## src/rtl/sram_access_arbiter.sv

```systemverilog
// Two-port arbiter in front of the shared combined_ram: round-robin per access,
// optional locked bursts with a fairness timeout, and a sticky write-protect gate.
module sram_access_arbiter #(
    parameter int ADDR_W     = 13,
    parameter int DATA_W     = 16,
    parameter int MAX_LOCK   = 1024,
    parameter int LOCK_CNT_W = 11
) (
    input  logic              clk,
    input  logic              rst,
    input  logic              req0,
    input  logic              we0,
    input  logic              lock0,
    input  logic [ADDR_W-1:0] addr0,
    input  logic [DATA_W-1:0] wdata0,
    input  logic [DATA_W-1:0] wmask0,
    output logic              gnt0,
    output logic              rvalid0,
    input  logic              req1,
    input  logic              we1,
    input  logic              lock1,
    input  logic [ADDR_W-1:0] addr1,
    input  logic [DATA_W-1:0] wdata1,
    input  logic [DATA_W-1:0] wmask1,
    output logic              gnt1,
    output logic              rvalid1,
    output logic [DATA_W-1:0] rdata,
    input  logic              wp_clear,
    output logic              wp_active,
    output logic              wr_blocked,
    output logic [ADDR_W-1:0] ram_raddr,
    output logic [ADDR_W-1:0] ram_waddr,
    output logic              ram_we,
    output logic [DATA_W-1:0] ram_wdata,
    output logic [DATA_W-1:0] ram_wmask,
    input  logic [DATA_W-1:0] ram_rdata
);

    typedef enum logic [1:0] {
        IDLE = 2'd0,
        OWN0 = 2'd1,
        OWN1 = 2'd2
    } state_t;

    localparam logic [LOCK_CNT_W-1:0] LOCK_LAST = LOCK_CNT_W'(MAX_LOCK - 1);

    state_t                state_r, state_nxt_s;
    logic                  rr_last_r, rr_last_nxt_s;
    logic [LOCK_CNT_W-1:0] lock_cnt_r, lock_cnt_nxt_s;
    logic                  wp_active_r, wr_blocked_r, rvalid0_r, rvalid1_r;
    logic                  gnt0_s, gnt1_s, wr_req_s;

    // Grant selection and ownership/fairness next-state logic
    always_comb begin
        gnt0_s         = 1'b0;
        gnt1_s         = 1'b0;
        state_nxt_s    = state_r;
        rr_last_nxt_s  = rr_last_r;
        lock_cnt_nxt_s = lock_cnt_r;
        case (state_r)
            IDLE: begin
                lock_cnt_nxt_s = {LOCK_CNT_W{1'b0}};
                if (req0 && req1) begin
                    if (rr_last_r) gnt0_s = 1'b1;
                    else           gnt1_s = 1'b1;
                end else if (req0) begin
                    gnt0_s = 1'b1;
                end else if (req1) begin
                    gnt1_s = 1'b1;
                end else begin
                    gnt0_s = 1'b0;
                end
                if (gnt0_s) begin
                    rr_last_nxt_s = 1'b0;
                    state_nxt_s   = lock0 ? OWN0 : IDLE;
                end else if (gnt1_s) begin
                    rr_last_nxt_s = 1'b1;
                    state_nxt_s   = lock1 ? OWN1 : IDLE;
                end else begin
                    state_nxt_s = IDLE;
                end
            end
            OWN0: begin
                gnt0_s = req0;
                if (!lock0) begin
                    state_nxt_s    = IDLE;
                    lock_cnt_nxt_s = {LOCK_CNT_W{1'b0}};
                end else if (req1) begin
                    // Timeout hands the next tie to the waiting port
                    if (lock_cnt_r == LOCK_LAST) begin
                        state_nxt_s    = IDLE;
                        rr_last_nxt_s  = 1'b0;
                        lock_cnt_nxt_s = {LOCK_CNT_W{1'b0}};
                    end else begin
                        lock_cnt_nxt_s = lock_cnt_r + LOCK_CNT_W'(1);
                    end
                end else begin
                    lock_cnt_nxt_s = lock_cnt_r;
                end
            end
            OWN1: begin
                gnt1_s = req1;
                if (!lock1) begin
                    state_nxt_s    = IDLE;
                    lock_cnt_nxt_s = {LOCK_CNT_W{1'b0}};
                end else if (req0) begin
                    if (lock_cnt_r == LOCK_LAST) begin
                        state_nxt_s    = IDLE;
                        rr_last_nxt_s  = 1'b1;
                        lock_cnt_nxt_s = {LOCK_CNT_W{1'b0}};
                    end else begin
                        lock_cnt_nxt_s = lock_cnt_r + LOCK_CNT_W'(1);
                    end
                end else begin
                    lock_cnt_nxt_s = lock_cnt_r;
                end
            end
            default: begin
                state_nxt_s    = IDLE;
                lock_cnt_nxt_s = {LOCK_CNT_W{1'b0}};
            end
        endcase
    end

    // RAM port mux: idle values keep the macro quiet
    always_comb begin
        ram_raddr = {ADDR_W{1'b0}};
        ram_waddr = {ADDR_W{1'b0}};
        ram_we    = 1'b0;
        ram_wdata = {DATA_W{1'b0}};
        ram_wmask = {DATA_W{1'b1}};
        if (gnt0_s) begin
            ram_raddr = addr0;
            ram_waddr = addr0;
            ram_we    = we0 & ~wp_active_r;
            ram_wdata = wdata0;
            ram_wmask = wmask0;
        end else if (gnt1_s) begin
            ram_raddr = addr1;
            ram_waddr = addr1;
            ram_we    = we1 & ~wp_active_r;
            ram_wdata = wdata1;
            ram_wmask = wmask1;
        end else begin
            ram_we = 1'b0;
        end
    end

    assign wr_req_s = (gnt0_s & we0) | (gnt1_s & we1);

    // Arbitration state registers
    always_ff @(posedge clk or posedge rst) begin
        if (rst) begin
            state_r    <= IDLE;
            rr_last_r  <= 1'b1;
            lock_cnt_r <= {LOCK_CNT_W{1'b0}};
        end else begin
            state_r    <= state_nxt_s;
            rr_last_r  <= rr_last_nxt_s;
            lock_cnt_r <= lock_cnt_nxt_s;
        end
    end

    // Read-valid tracking and the sticky write-protect gate
    always_ff @(posedge clk or posedge rst) begin
        if (rst) begin
            wp_active_r  <= 1'b1;
            wr_blocked_r <= 1'b0;
            rvalid0_r    <= 1'b0;
            rvalid1_r    <= 1'b0;
        end else begin
            wp_active_r  <= wp_active_r & ~wp_clear;
            wr_blocked_r <= wr_req_s & wp_active_r;
            rvalid0_r    <= gnt0_s & ~we0;
            rvalid1_r    <= gnt1_s & ~we1;
        end
    end

    assign gnt0       = gnt0_s;
    assign gnt1       = gnt1_s;
    assign rvalid0    = rvalid0_r;
    assign rvalid1    = rvalid1_r;
    assign rdata      = ram_rdata;
    assign wp_active  = wp_active_r;
    assign wr_blocked = wr_blocked_r;

endmodule

```

## config.mk

```make
export PLATFORM = sky130hd
export DESIGN_NAME = sram_access_arbiter
export DESIGN_NICKNAME = d
export VERILOG_FILES = /design/src/rtl/sram_access_arbiter.sv
export SDC_FILE = /design/constraint.sdc
export NUM_CORES = 1
export LEC_CHECK = 0
export CORE_MARGIN = 5
export CORE_UTILIZATION = 29
export DETAILED_ROUTE_END_ITERATION = 6
export GPL_TIMING_DRIVEN = 1
export PLACE_DENSITY = 0.82
export SLEW_MARGIN = 20
export SYNTH_ARGS = -nofsm -noshare
export SYNTH_HDL_FRONTEND = slang
export SYNTH_SLANG_ARGS = --single-unit
```

## constraint.sdc

```tcl
create_clock -name clk -period 2.49 [get_ports clk]
set_input_delay 0.249 -clock clk [delete_from_list [all_inputs] [get_ports clk]]
set_output_delay 0.249 -clock clk [all_outputs]
set_load 0.01 [all_outputs]
```

==> impl_metrics.tcl <==
set metrics [dict create \
    leakagePower_nw 1.50 \
    cp_data_required_time_ps 2240 \
    ioPinCount 196 \
    ys_ff_latch 18 \
    post-route-min-period_ps 2410 \
    cts_buffers 3 \
    ys_types 46 \
    synth_edf_count 0 \
    postRouteAntennaNets 0 \
    worstReg2RegStart "state_r[0]" \
    netlist_instances 208 \
    core_area_um2 6240 \
    place_hpwl_um 6350 \
    async_flop_share_pct 100 \
    tns_ps 0 \
    yosysWarnings 0 \
    yosys.area.top_type_share_pct 21.9 \
    grt-busiest-layer "met2" \
    status "finished, final reports clean" \
    max_cap_viol_count 0 \
    insertedDiodeCount 0 \
    drc 0 \
    syn-num-nets 328 \
    syn-cell-area_um2 1830 \
    wl_per_cell_um 17.6 \
    first_pass_iters 4 \
    crit_path_top_delay_cell "dfrtp_1" \
    fin_crit_sh_pct 96.9 \
    p_per_area_nw_per_um2 633 \
    ys_seq_area_share_pct 24.7 \
    slowest_delay_ps 400 \
    cts_sinks 18 \
    start_util_pct 29.3 \
    worst_pin_slew_ps 674 \
    fillCellCount 611 \
    fmax_ghz 0.415 \
    num_rows 29 \
    grt_pass1_vias 2064 \
    worst_skew_pair.late_latency_ps 260 \
    skew_ps 5.59 \
    drv_slew 0 \
    port_buffers 163 \
    synth_top_cell_by_area "dfrtp_1" \
    crit_fanout 12 \
    met1_usage_pct 18.8 \
    cp-start-kind "flip-flop" \
    fin_util_pct 54.6 \
    fin_nets 473 \
    ir_drop_v 0.000274 \
    setup_viol 0 \
    worst-setup-path-type "reg -> out" \
    htreeDepth 1 \
    clkTransAtPathRegs_ps 70 \
    grt_overflow 0 \
    cp.arrival_ps 2160 \
    cts_tree "yes" \
    critPathLaunch "state_r[0]" \
    drive_above_1_share_pct 11.1 \
    die_h_um 89.5 \
    num_vias 2189 \
    synth_common_cells "30 x a22o_1, 30 x buf_4, 17 x nand2_1, 17 x o22a_1, 16 x dfrtp_1" \
    hold_viol_final 0 \
    root_buffer "clkbuf_8" \
    grt_antenna_before_repair 0 \
    grt_max_degree 31 \
    worst-path-buf-inv 6 \
    ctsHoldBuffers 0 \
    gr-usage-met3_pct 4.79 \
    dieArea_um2 8000 \
    path_cells "inv_2, ha_4, a21boi_2, o21ai_2, buf_4, inv_2, o21ai_2, buf_12, buf_4, o22a_1, dlygate4sd2_1" \
    routed_wl_um 7560 \
    area_growth_pct 86.2 \
    cp-end-kind "output pin" \
    slew_headroom_pct 55.0 \
    critPathTopFamily "buffers and inverters" \
    synth_area_leaders "dfrtp_1 22%, a22o_1 14%, buf_4 12%" \
    synthFlopType "dfrtp_1" \
    grt_pass1_wl_um 10500 \
    clk_path_buf_depth 2 \
    synth_area_per_cell_um2 8.80 \
    grt_util_met2_pct 30.9 \
    via_per_inst 5.10 \
    hp-class "in -> async" \
    drtIter0Drc 67 \
    grt.total_usage_pct 16.7 \
    gp_congestion 0.861 \
    fp.dieW_um 89.5 \
]
## worst reg2reg max path, delay by kind of cell, from the launching register on
family	cells	cell delay [ps]
compound gates	3	830
flops	1	370
buf+inv	2	280
simple gates	1	280
fa+ha+maj	1	180
## per-layer routing
metal	vias to the layer above	routed length, um
met5	-	0
met4	0	97
met3	10	798
met2	101	4020
met1	1031	2640
li1	1047	-
## flip-flops by register name, summed over array words and instances (netlist names)
register and count:
lock_cnt_r 11, rr_last_r 1, rvalid0 1, rvalid1 1
state_r 2, wp_active 1, wr_blocked 1
## through the flow
step	total power, W	instances	setup slack [ps]	hold WS (ps)	area [um2]
after floorplan	0.00126	208	578	186	1830
after global placement	0.00203	417	8.40	490	3350
after detailed placement	0.00206	417	13.3	491	3350
after CTS	0.00215	428	5.88	417	3390
after global routing	0.00231	429	-3.84	471	3410
final	0.00216	429	78.2	390	3410
## cells in the final DEF, fill, tap and decap left out, drive strengths merged, types with 2 or more instances in the layout
cell	netlist	final
dfrtp	16	16
nor3	2	2
nand2	18	18
clkbuf	0	4
ha	5	5
a21boi	3	3
a31oi	10	10
clkdlybuf4s50	0	104
a22o	30	30
nand4	3	3
buf	42	19
dlygate4sd2	0	58
dfstp	2	2
o21ai	10	10
o2bb2ai	2	2
and3	3	3
a21oi	5	5
nand3	6	6
inv	9	9
nor2	5	5
nand2b	2	2
o22a	17	17
## cell type report
| class | instances | area (um2) | area share (%) |
|---|---|---|---|
| Sequential cell | 18 | 453 | 13.3 |
| Timing Repair Buffer | 182 | 1740 | 51.0 |
| Multi-Input combinational cell | 139 | 1030 | 30.2 |
| Tap cell | 77 | 96.3 | 2.83 |
| Inverter | 9 | 33.8 | 0.991 |
| Clock buffer | 4 | 55.1 | 1.62 |
## logic make-up after synthesis
logic type      share of synthesized area [%]
buf+inv                                  19.8
fa+ha+maj                                3.42
compound gates                           37.9
mux                                      1.16
simple gates                             13.0
flops                                    24.7
## report_power, final
part | leakage [nW] | switching, W | internal, W
Clock | 0.0288 | 0.000103 | 0.000141
Sequential | 0.242 | 0.0000190 | 0.000324
Combinational | 1.23 | 0.000728 | 0.000841
Total | 1.50 | 0.000851 | 0.00131
## worst paths after layout
kind | to | cells past startpoint | slack [ps]
setup / recovery | ram_wmask[1] | 11 | 80
hold / removal | lock_cnt_r[9] | 2 | 390
setup reg to reg | lock_cnt_r[2] | 7 | 460
hold reg to reg | wp_active | 1 | 500
max in group asynchronous | lock_cnt_r[7] | 2 | 1670
min in group clk | wp_active | 2 | 490
## timing repair
item / 4_1_cts / 5_1_grt
pin swaps: 1 / 1
buffers inserted: 7 / 1
resized for setup: 61 / 4
setup endpoints to repair: 59 / 7
No activity file was read; power rests on OpenSTA's default activity.
